## config.mk

```make
export PLATFORM = sky130hd
export DESIGN_NAME = tmdma
export DESIGN_NICKNAME = d
export VERILOG_FILES = /design/src/rtl/tmdma.sv
export SDC_FILE = /design/constraint.sdc
export NUM_CORES = 1
export LEC_CHECK = 0
export CORE_MARGIN = 3
export CORE_UTILIZATION = 35
export CTS_CLUSTER_SIZE = 8
export DETAILED_ROUTE_END_ITERATION = 8
export GPL_ROUTABILITY_DRIVEN = 0
export SYNTH_ARGS = -nofsm -noshare
export SYNTH_HDL_FRONTEND = slang
export SYNTH_SLANG_ARGS = --single-unit
```

## constraint.sdc

```tcl
create_clock -name CLOCK -period 4.2 [get_ports CLOCK]
set_input_delay 0.84 -clock CLOCK [delete_from_list [all_inputs] [get_ports CLOCK]]
set_output_delay 0.84 -clock CLOCK [all_outputs]
set_load 0.05 [all_outputs]
```

## src/rtl/tmdma.sv

```systemverilog
// rtl/tmdma.sv - Unibus byte DMA engine with 16-byte ARM-side FIFO and bus master sequencer.
// Optional NXM timeout in MSYN enabled by defining TMDMA_NXMTIMEOUT_EN.
module tmdma #(
  parameter int TMOCYC = 1023
) (
  input  logic        CLOCK,
  input  logic        RESET,
  input  logic        start,
  input  logic        abort,
  input  logic        dir,
  input  logic [17:0] startaddr,
  input  logic [15:0] bytecount,
  output logic        busy,
  output logic        done,
  output logic        nxm,
  output logic [17:0] curaddr,
  output logic [16:0] remain,
  input  logic        fifo_wen,
  input  logic [7:0]  fifo_wdata,
  input  logic        fifo_ren,
  output logic [7:0]  fifo_rdata,
  output logic [4:0]  fifo_count,
  output logic        dmareq,
  input  logic        dmagnt,
  output logic [17:0] a_out_h,
  output logic [1:0]  c_out_h,
  output logic [15:0] d_out_h,
  output logic        msyn_out_h,
  input  logic        ssyn_in_h,
  input  logic [15:0] d_in_h
);
  typedef enum logic [2:0] {S_IDLE, S_REQ, S_SETUP, S_MSYN, S_WAITOFF, S_DONE} state_t;

  state_t      state;
  logic        dir_q, abort_pend, setup_cnt, done_q;
  logic [17:0] curaddr_q;
  logic [16:0] remain_q;

  logic [7:0]  fifo_mem [16];
  logic [3:0]  wptr, rptr;
  logic [4:0]  cnt;
  logic        fifo_full, fifo_empty, req_ok;
  logic        eng_pop, eng_push, arm_push, arm_pop, do_push, do_pop;
  logic [7:0]  push_data;

  if (TMOCYC < 1) begin : g_tmocyc_invalid
  end

  assign fifo_full  = (cnt == 5'd16);
  assign fifo_empty = (cnt == 5'd0);
  assign fifo_rdata = fifo_mem[rptr];
  assign fifo_count = cnt;

  // Only ask for the bus when the next byte can actually be moved.
  assign req_ok   = dir_q ? !fifo_full : !fifo_empty;
  assign dmareq   = (state == S_REQ) && req_ok && !abort_pend;
  assign eng_pop  = (state == S_REQ) && !dir_q && !fifo_empty && dmagnt && !abort_pend && !abort;
  assign eng_push = (state == S_MSYN) && dir_q && ssyn_in_h;

  assign arm_push  = fifo_wen && !fifo_full && !eng_push;
  assign arm_pop   = fifo_ren && !fifo_empty && !eng_pop;
  assign do_push   = arm_push || (eng_push && !fifo_full);
  assign do_pop    = arm_pop || eng_pop;
  assign push_data = eng_push ? (curaddr_q[0] ? d_in_h[15:8] : d_in_h[7:0]) : fifo_wdata;

  always_ff @(posedge CLOCK) begin
    if (do_push) fifo_mem[wptr] <= push_data;
  end

  always_ff @(posedge CLOCK) begin
    if (RESET) begin
      wptr <= '0;
      rptr <= '0;
      cnt  <= '0;
    end else begin
      if (do_push) wptr <= wptr + 4'd1;
      if (do_pop)  rptr <= rptr + 4'd1;
      cnt <= cnt + 5'(do_push) - 5'(do_pop);
    end
  end

`ifdef TMDMA_NXMTIMEOUT_EN
  localparam int TW = $clog2(TMOCYC + 1);
  logic [TW-1:0] tmo_cnt;
  logic          nxm_q;
  assign nxm = nxm_q;
`else
  assign nxm = 1'b0;
`endif

  always_ff @(posedge CLOCK) begin
    if (RESET) begin
      state      <= S_IDLE;
      dir_q      <= 1'b0;
      abort_pend <= 1'b0;
      setup_cnt  <= 1'b0;
      done_q     <= 1'b0;
      curaddr_q  <= '0;
      remain_q   <= '0;
      a_out_h    <= '0;
      c_out_h    <= '0;
      d_out_h    <= '0;
      msyn_out_h <= 1'b0;
`ifdef TMDMA_NXMTIMEOUT_EN
      tmo_cnt    <= '0;
      nxm_q      <= 1'b0;
`endif
    end else begin
      done_q <= 1'b0;
      if (abort && state != S_IDLE) abort_pend <= 1'b1;
      case (state)
        S_IDLE: if (start) begin
          state      <= S_REQ;
          dir_q      <= dir;
          curaddr_q  <= startaddr;
          remain_q   <= (bytecount == 16'd0) ? 17'h10000 : {1'b0, bytecount};
          abort_pend <= 1'b0;
`ifdef TMDMA_NXMTIMEOUT_EN
          nxm_q      <= 1'b0;
`endif
        end
        S_REQ: if (abort_pend || abort) begin
          state  <= S_DONE;
          done_q <= 1'b1;
        end else if (dmagnt && req_ok) begin
          state     <= S_SETUP;
          setup_cnt <= 1'b0;
          a_out_h   <= dir_q ? {curaddr_q[17:1], 1'b0} : curaddr_q;
          c_out_h   <= dir_q ? 2'd0 : 2'd3;
          d_out_h   <= dir_q ? 16'h0 : {fifo_rdata, fifo_rdata};
        end
        S_SETUP: if (setup_cnt) begin
          state      <= S_MSYN;
          msyn_out_h <= 1'b1;
`ifdef TMDMA_NXMTIMEOUT_EN
          tmo_cnt    <= '0;
`endif
        end else begin
          setup_cnt <= 1'b1;
        end
        S_MSYN: if (ssyn_in_h) begin
          state      <= S_WAITOFF;
          msyn_out_h <= 1'b0;
        end
`ifdef TMDMA_NXMTIMEOUT_EN
        else if (tmo_cnt == TW'(TMOCYC - 1)) begin
          state      <= S_DONE;
          done_q     <= 1'b1;
          nxm_q      <= 1'b1;
          msyn_out_h <= 1'b0;
          a_out_h    <= '0;
          c_out_h    <= '0;
          d_out_h    <= '0;
        end else begin
          tmo_cnt <= tmo_cnt + TW'(1);
        end
`endif
        S_WAITOFF: if (!ssyn_in_h) begin
          curaddr_q <= curaddr_q + 18'd1;
          remain_q  <= remain_q - 17'd1;
          a_out_h   <= '0;
          c_out_h   <= '0;
          d_out_h   <= '0;
          if (remain_q == 17'd1 || abort_pend || abort) begin
            state  <= S_DONE;
            done_q <= 1'b1;
          end else begin
            state <= S_REQ;
          end
        end
        S_DONE: state <= S_IDLE;
        default: state <= S_IDLE;
      endcase
    end
  end

  assign busy    = (state != S_IDLE);
  assign done    = done_q;
  assign curaddr = curaddr_q;
  assign remain  = remain_q;
endmodule

```

* Word level (Yosys, flattened, before mapping) *
Memory sizes are Yosys's and may differ from the RTL's. A register that Yosys moved wholly into a read port is not among the register bits.
Index checks and enable logic that the tools add are counted.

storage, ports and cells
  flip-flop bits (word level) = 92
  bits in latches = 0
  memory bits (writable) = 128
  ROM bits = 0
  bits of input ports = 67
  output and inout port bits = 89
  memories kept = 1

memory list
  name      words  bits a word  read ports  clocked after Yosys merged registers in  wr ports  line  text
  fifo_mem  16     8            1           1                                        1         39    logic [7:0] fifo_mem [16];

operators by class
  $add $sub $neg = 6
  multiply operators = 0
  div/mod/pow operators = 0
  order comparisons = 0
  equality and inequality tests = 13
  shifts and indexed selects = 0
  mux-type cells = 50
  bitwise gates (word level) = 0
  reductions and logical operators = 42

operators with widths
  cell                                                                    number
  18-bit 2-to-1 mux                                                       5
  18-bit one-hot mux with 2 select lines                                  2
  16-bit 2-to-1 mux                                                       4
  17-bit 2-to-1 mux                                                       3
  17-bit one-hot mux with 2 select lines                                  1
  16-bit one-hot mux with 2 select lines                                  1
  3-bit 2-to-1 mux                                                        7
  18-bit by 1-bit adder with 18-bit output, second input constant         1
  17-bit by 1-bit equality test with 1-bit output, second input constant  1
  17-bit by 1-bit subtractor with 17-bit output, second input constant    1
  1-bit logical AND                                                       16
  16-bit zero test                                                        1
  8-bit 2-to-1 mux                                                        2
  3-bit one-hot mux with 5 select lines                                   1
  1-bit 2-to-1 mux                                                        14
  2-bit != test, second input constant                                    5
  3-bit AND reduction                                                     3
  4-bit by 1-bit adder with 4-bit output, second input constant           2
  2-bit 2-to-1 mux                                                        4
  4-bit 2-to-1 mux                                                        2
  2-bit nonzero test                                                      4
  1-bit zero test                                                         7
  3-bit by 2-bit equality test with 1-bit output, second input constant   2
  1-bit one-hot mux with 2 select lines                                   3
  15 further kinds                                                        19

* Depth between registers and ports, before layout *
  depth after elaboration = 11
  mapped depth = 14

* Worst setup path before layout *
No wires, ideal clock.

  kind = in2reg
  start point = input port ssyn_in_h
  end point = register cnt[4] (netlist: fifo_count[4])
  setup time = 0.128 ns
  data arrival time = 3.071 ns
  required time = 4.072 ns
  setup slack = 1.001 ns
  stages on the path = 13
  cells stage by stage = clkbuf_1 -> nand4_1 -> a22oi_2 -> inv_1 -> ha_1 -> inv_1 -> ha_1 -> fa_1 -> a21oi_1 -> nor2_1 -> nor2_1 -> xnor2_1 -> nor2_1

between the ends
  word-level cells in the longest chain between the ends = 6
  elaborated cells on any way between the ends = 7

ends and longest elaborated chain
  what                                             line  text
  from (decl)                                      29    input logic ssyn_in_h,
  1-bit logical AND (*)                            58    assign eng_push = (state == S_MSYN) && dir_q && ssyn_in_h;
  1-bit zero test                                  60    assign arm_push = fifo_wen && !fifo_full && !eng_push;
  1-bit logical AND                                60
  1-bit logical OR (*)                             62    assign do_push = arm_push || (eng_push && !fifo_full);
  5-bit by 1-bit adder with 5-bit output (*)       78    cnt <= cnt + 5'(do_push) - 5'(do_pop);
  5-bit by 1-bit subtractor with 5-bit output (*)  78
  to (signal assigned)                             78
  to (decl)                                        41    logic [4:0] cnt;

Every way passes the cells marked *; elsewhere a longest branch is shown, timed or not.
A chain may end at the register's enable or synchronous reset.

==> key figures <==
Outcome
  – Outcome: finished clean

STA
  – RSZ-0062 raised after global routing: false
  – Slew Viols, Final: 0
  – Slew Limit Headroom: 0.330
  – Min cycle time layout: 3.91 ns
  – Least-Margin Pin Slew: 0.997 ns
  – Final hold vios: 0
  – Setup_tns: 0 ns
  – Clock skew: 0.0139 ns
  – Fmax: 256 MHz
  – Fin crit share: 0.931
  – # setup viols final: 0

Setup path
  – Crit-path max cell delay: 0.74 ns
  – CP arrival: 3.07 ns
  – CP Depth: 5
  – Worst Path Max Fanout: 12
  – CP required: 3.36 ns
  – Reg2reg setup slack: 1.07 ns
  – CP Class: flip-flop to output port
  – Startpoint type of the worst setup path: flip-flop
  – CP top delay family: buffers and inverters
  – Cells along the critical path: buf_4, mux4_2, a211oi_1, a21oi_1, clkdlybuf4s50_1
  – Worst R2R Start: state[1]
  – FF-to-FF path depth: 12
  – CP endpoint kind: output port
  – Critical-path top delay cell: clkdlybuf4s50_1
  – Buf+Inv Stages, Crit Path: 2

Die
  – I/O Pins: 156
  – CORE AREA: 0.0265 sq mm
  – DIE AREA: 0.0294 sq mm
  – Starting density of the core: 0.362
  – Die W: 171 um
  – Row cnt: 59
  – Die height: 171 um

Logic synthesis
  – Post-synthesis cell type count: 71
  – Sequential share of the synthesized area: 0.583
  – Post-synth top cells: edfxtp_1, dfxtp_1, nor2_1
  – Top-count cell post-synth: edfxtp_1
  – Synth Cell Area: 0.00958 sq mm
  – Synth Net Count: 865
  – Post-Syn Instances: 783
  – Area leader, netlist: edfxtp_1
  – Ys async rst share: 0
  – Mean Syn Cell Area: 12.2 sq um
  – Top FF cell, synth: edfxtp_1
  – Area share of the largest cell type after synthesis: 0.401
  – Synth area leaders: edfxtp_1, dfxtp_1, mux4_2
  – Synth Warn #: 0
  – Register bit total from synthesis: 215
  – EDFF count, synth: 128

Layout
  – Area Growth Syn to Fin: 29.7%
  – Nets: 1030
  – Layout cell share with drive strength beyond 1: 0.125
  – Fin util: 0.469

Clock tree
  – TritonCTS clock tree: done
  – CTS Root Cell: clkbuf_16
  – Total clock sinks: 215
  – Reg clk slew, reported paths: 0.06 ns
  – TritonCTS buffer count: 30
  – Skew-Pair Late Insertion Delay: 0.55 ns
  – Maximum root-to-sink buffer count: 3
  – H-tree depth: 1

Route
  – Drt drc: 0
  – Starting DRC count in detailed routing: 460
  – Vias: 6972
  – Routed Antenna Nets: 0
  – First-pass DRT Iterations: 4
  – Met2 WL post-DR: 11.8 mm
  – Met1 wire length: 11.5 mm
  – Drt wl/cell: 19.4 um
  – Routed wire length: 25.3 mm
  – Wire length on met3: 1.42 mm
  – Vias per cell: 5.35
  – Top sig layer: met4

Worst hold path
  – Hold Path Depth: 1
  – Hold path start: a_out_h[8]
  – Hold Path Class: flip-flop to flip-flop

Global route
  – Total gr overflow: 0
  – Global-route wire length before repair: 39.8 mm
  – Total GRT Usage: 0.173
  – Number of global-route vias before repair: 6875
  – Number of antenna violations at the first check in global routing: 1
  – Largest net degree at the start of global routing: 50

Power
  – Leak pwr: 0.00420 uW
  – Pwr Density: 541 mW/mm^2
  – Peak VDD IR: 0.000333 V

Run
  – Maxcap violations: 0

Place
  – Input/output buffers: 154
  – Post-DP HPWL: 17.0 mm
## metrics by stage
stage / hold WS, ns / setup slack (ns) / total power [uW] / std cells / instance area [sq um]
after floorplan: 0.469 / 1.00 / 3920 / 783 / 9580
after global placement: 0.455 / 0.715 / 4580 / 1251 / 11600
after detailed placement: 0.465 / 0.720 / 4590 / 1251 / 11600
after CTS: 0.480 / 0.131 / 6800 / 1303 / 12400
after global routing: 0.496 / 0.104 / 7060 / 1304 / 12400
final: 0.477 / 0.289 / 6730 / 1304 / 12400
## cells in the final DEF, fill, tap and decap left out, drive strengths merged, types with 22 or more instances in the layout
master	count
clkbuf	51
clkdlybuf4s50	152
a22o	25
nand3	25
a211oi	23
mux4	32
a21oi	42
edfxtp	128
dfxtp	87
buf	40
nor2	73
nand2	47
o21ai	28
nor3	22
## final cells by class
type | instances | area (sq um)
Multi-Input combinational cell | 489 | 3650
Sequential cell | 215 | 5590
Clock buffer | 51 | 830
Clock inverter | 1 | 30.0
Timing Repair Buffer | 193 | 1840
Inverter | 19 | 71.3
Tap cell | 335 | 419
Fill cell | 2347 | 14100
Antenna cell | 1 | 2.50
## final timing paths
path | to
worst max-delay path | fifo_rdata[5]
worst max register to register | fifo_count[4]
worst min register to register | a_out_h[8]
worst min-delay path | a_out_h[8]
## timing repair
item,4_1_cts,5_1_grt
setup buffers,0,0
hold buffers,0,0
hold endpoints to repair,0,0
setup endpoints to repair,0,2
resized for setup,0,2
## per-layer routing
metal  global-route usage  vias to the layer above
met5                    0                        -
met4               0.0434                        0
met3               0.0246                       43
met2                0.278                      241
met1                0.248                     3371
li1                     -                     3317
## state kept, by name, indices dropped and copies added (netlist names), named ones only
signal      count
fifo_mem      128
a_out_h        18
curaddr        18
remain         17
d_out_h         8
fifo_count      5
rptr            4
wptr            4
state           3
abort_pend      1
c_out_h         1
dir_q           1
done            1
msyn_out_h      1
setup_cnt       1
## power breakdown
group	internal [uW]	switching, uW
Sequential	2390	176
Clock	1330	865
Combinational	739	1230
Total	4450	2270
## kinds of logic after synthesis
group,Yosys count,synth area share
compound gates,169,0.122
xor+xnor,11,0.0101
fa+ha+maj,15,0.0204
buf+inv,79,0.0381
flops,215,0.583
mux,54,0.0985
other cells,1,0.000391
simple gates,239,0.128
No activity file was read; power rests on OpenSTA's default activity.
==> RTL edit, RTL diff (same settings) <==
Build with the macro `TMDMA_NXMTIMEOUT_EN` defined.
--- a/src/rtl/tmdma.sv
+++ b/src/rtl/tmdma.sv
@@ -1,5 +1,7 @@
 // rtl/tmdma.sv - Unibus byte DMA engine with 16-byte ARM-side FIFO and bus master sequencer.
 // Optional NXM timeout in MSYN enabled by defining TMDMA_NXMTIMEOUT_EN.
+`define TMDMA_NXMTIMEOUT_EN
+
 module tmdma #(
   parameter int TMOCYC = 1023
 ) (
Formal check against the unedited RTL: same outputs for any inputs over 4 cycles, from zero or initial values and one cycle with RESET high; that may be too few to reach the edited logic, so the function may still have changed.
==> RTL edit against the unedited design <==
Worst setup slack worse by 0.11 ns; area after synthesis increased by 8.6%; utilization shrank 0.70 points; sequential power rose by 14%; routed wire length grew 17%; highest routed layer is now met5; cell area up 7.9%; critical path depth increased by 1; sequential cell count grew 11; combinational power increased by 52%; power rose by 25%; largest cell class unchanged.
==> RTL edit: results <==
[status]
status = finished clean

[synthesis]
synth_seq_area_share_pct = 55.8
synthArstFlopShare_pct = 0
netlist_top_cells_area = edfxtp_1 (37%), dfxtp_1 (19%), mux4_2 (5.2%)
synth_fp_nets = 992
synth_commonest_cells = edfxtp_1 (128), dfxtp_1 (98), nand2_1 (80), a21oi_1 (54), clkbuf_1 (46)
ys_types = 77

[setup_path]
cpPeakStageDelay_ns = 0.76
reg2reg_depth = 12
worstPathArrival_ns = 3.18
cp_max_fo = 14

[power]
p_leak_nw = 4.44
peakVddDrop_mv = 0.353

[clock_network]
root_buffer = clkbuf_16
worstSkewPairLatency_ns = 0.51
clk_pin_slew_worst_paths_ns = 0.05
htreeDepth = 2
cts_made_buffers = 34

[final_layout]
nets = 1147
fillerInstances = 2686
largest_register_ff_count = 128
drive_above_1_share_pct = 11.1

[detailed_routing]
wl_per_cell_um = 20.2
vias_per_cell = 5.51
first_iter_violations = 701
dr.pass1.iters = 5

[placement]
place_hpwl_mm = 20.7
io_buffers = 155

[grt]
grt_pass1_vias = 7862
grt_usage_pct = 18.3
grt_max_degree = 36
grt_pass1_wl_mm = 45.1
antenna_found_initial = 3

[sta]
finalSetupViolations = 0
skew_ns = 0.0176
slew_headroom_pct = 23.9
slew_violations = 0

[worst_hold_path]
min_path_cells = 2
hold_class = register to register
==> RTL edit: cell count changes in the layout (fill, tap and decap cells not counted), moves of 15 or more <==
cell       delta
nand2_1      +33
o21ai_0      +16
and3_1       +15
a211oi_1     -15
nor2_1       -33
o2bb2ai_1    +18
a22o_1       -23
==> RTL edit: final timing paths <==
path	startpoint	endpoint	slack [ns]
worst max register to register	state[0]$_SDFFE_PP0P_	fifo_count[4]$_SDFF_PP0_	0.91
worst min register to register	a_out_h[15]$_SDFFE_PP0P_	a_out_h[15]$_SDFFE_PP0P_	0.45
worst min-delay path	a_out_h[15]$_SDFFE_PP0P_	a_out_h[15]$_SDFFE_PP0P_	0.45
worst max-delay path	register	fifo_rdata[3]	0.18
==> RTL edit: per-layer routing <==
layer / track usage [%] / wire, um / vias to the layer above
li1: - / - / 3807
met1: 25.6 / 13300 / 3921
met2: 27.9 / 13300 / 317
met3: 4.15 / 2200 / 53
met4: 6.33 / 786 / 2
met5: 0 / 11 / -
==> RTL edit: cells by family (layout without fill, tap and decap cells) <==
logic type	Yosys count	count (layout)	share of synthesized area, %
muxes	67	67	9.49
xor gates and xnor gates	5	5	0.421
adders and majority gates	17	17	2.12
other	0	2	0
DFF	226	226	55.8
and+or+nand+nor	286	286	14.6
AOI/OAI and AO/OA	218	218	14.0
buffers and inverters	89	266	3.61
==> RTL edit: worst max-delay path: cells and delay by family, from the launching register on <==
| kind | cells | cell delay (ns) |
|---|---|---|
| muxes | 2 | 0.81 |
| DFF | 1 | 0.64 |
| buffers and inverters | 2 | 0.99 |
| AOI/OAI and AO/OA | 1 | 0.15 |
| and+or+nand+nor | 1 | 0.08 |
==> RTL edit: what timing repair did <==
| action | 4_1_cts | 5_1_grt |
|---|---|---|
| resized for setup | 0 | 1 |
| setup endpoints to repair | 0 | 1 |
| hold buffers | 0 | 0 |
==> RTL edit: layout make-up <==
type | count | area share [%]
Sequential cell | 226 | 43.3
Multi-Input combinational cell | 593 | 31.7
Timing Repair Buffer | 185 | 13.3
Clock buffer | 55 | 7.09
Tap cell | 384 | 3.58
Inverter | 23 | 0.644
Clock inverter | 3 | 0.299
Antenna cell | 2 | 0.0373
==> RTL edit: where the power goes <==
part | total (mW) | internal, mW | leakage (nW) | switching, mW
clock | 2.50 | 1.54 | 0.469 | 0.957
sequential | 2.92 | 2.57 | 1.96 | 0.350
combinational | 2.99 | 1.06 | 2.01 | 1.93
==> RTL edit: metrics by stage <==
| step | cell area (sq um) | cells | worst slack (ns) |
|---|---|---|---|
| after floorplan | 10400 | 908 | 0.697 |
| after global placement | 12400 | 1411 | 0.617 |
| after detailed placement | 12400 | 1411 | 0.511 |
| after CTS | 13400 | 1469 | 0.147 |
| after global routing | 13400 | 1471 | 0.0261 |
| final | 13400 | 1471 | 0.176 |
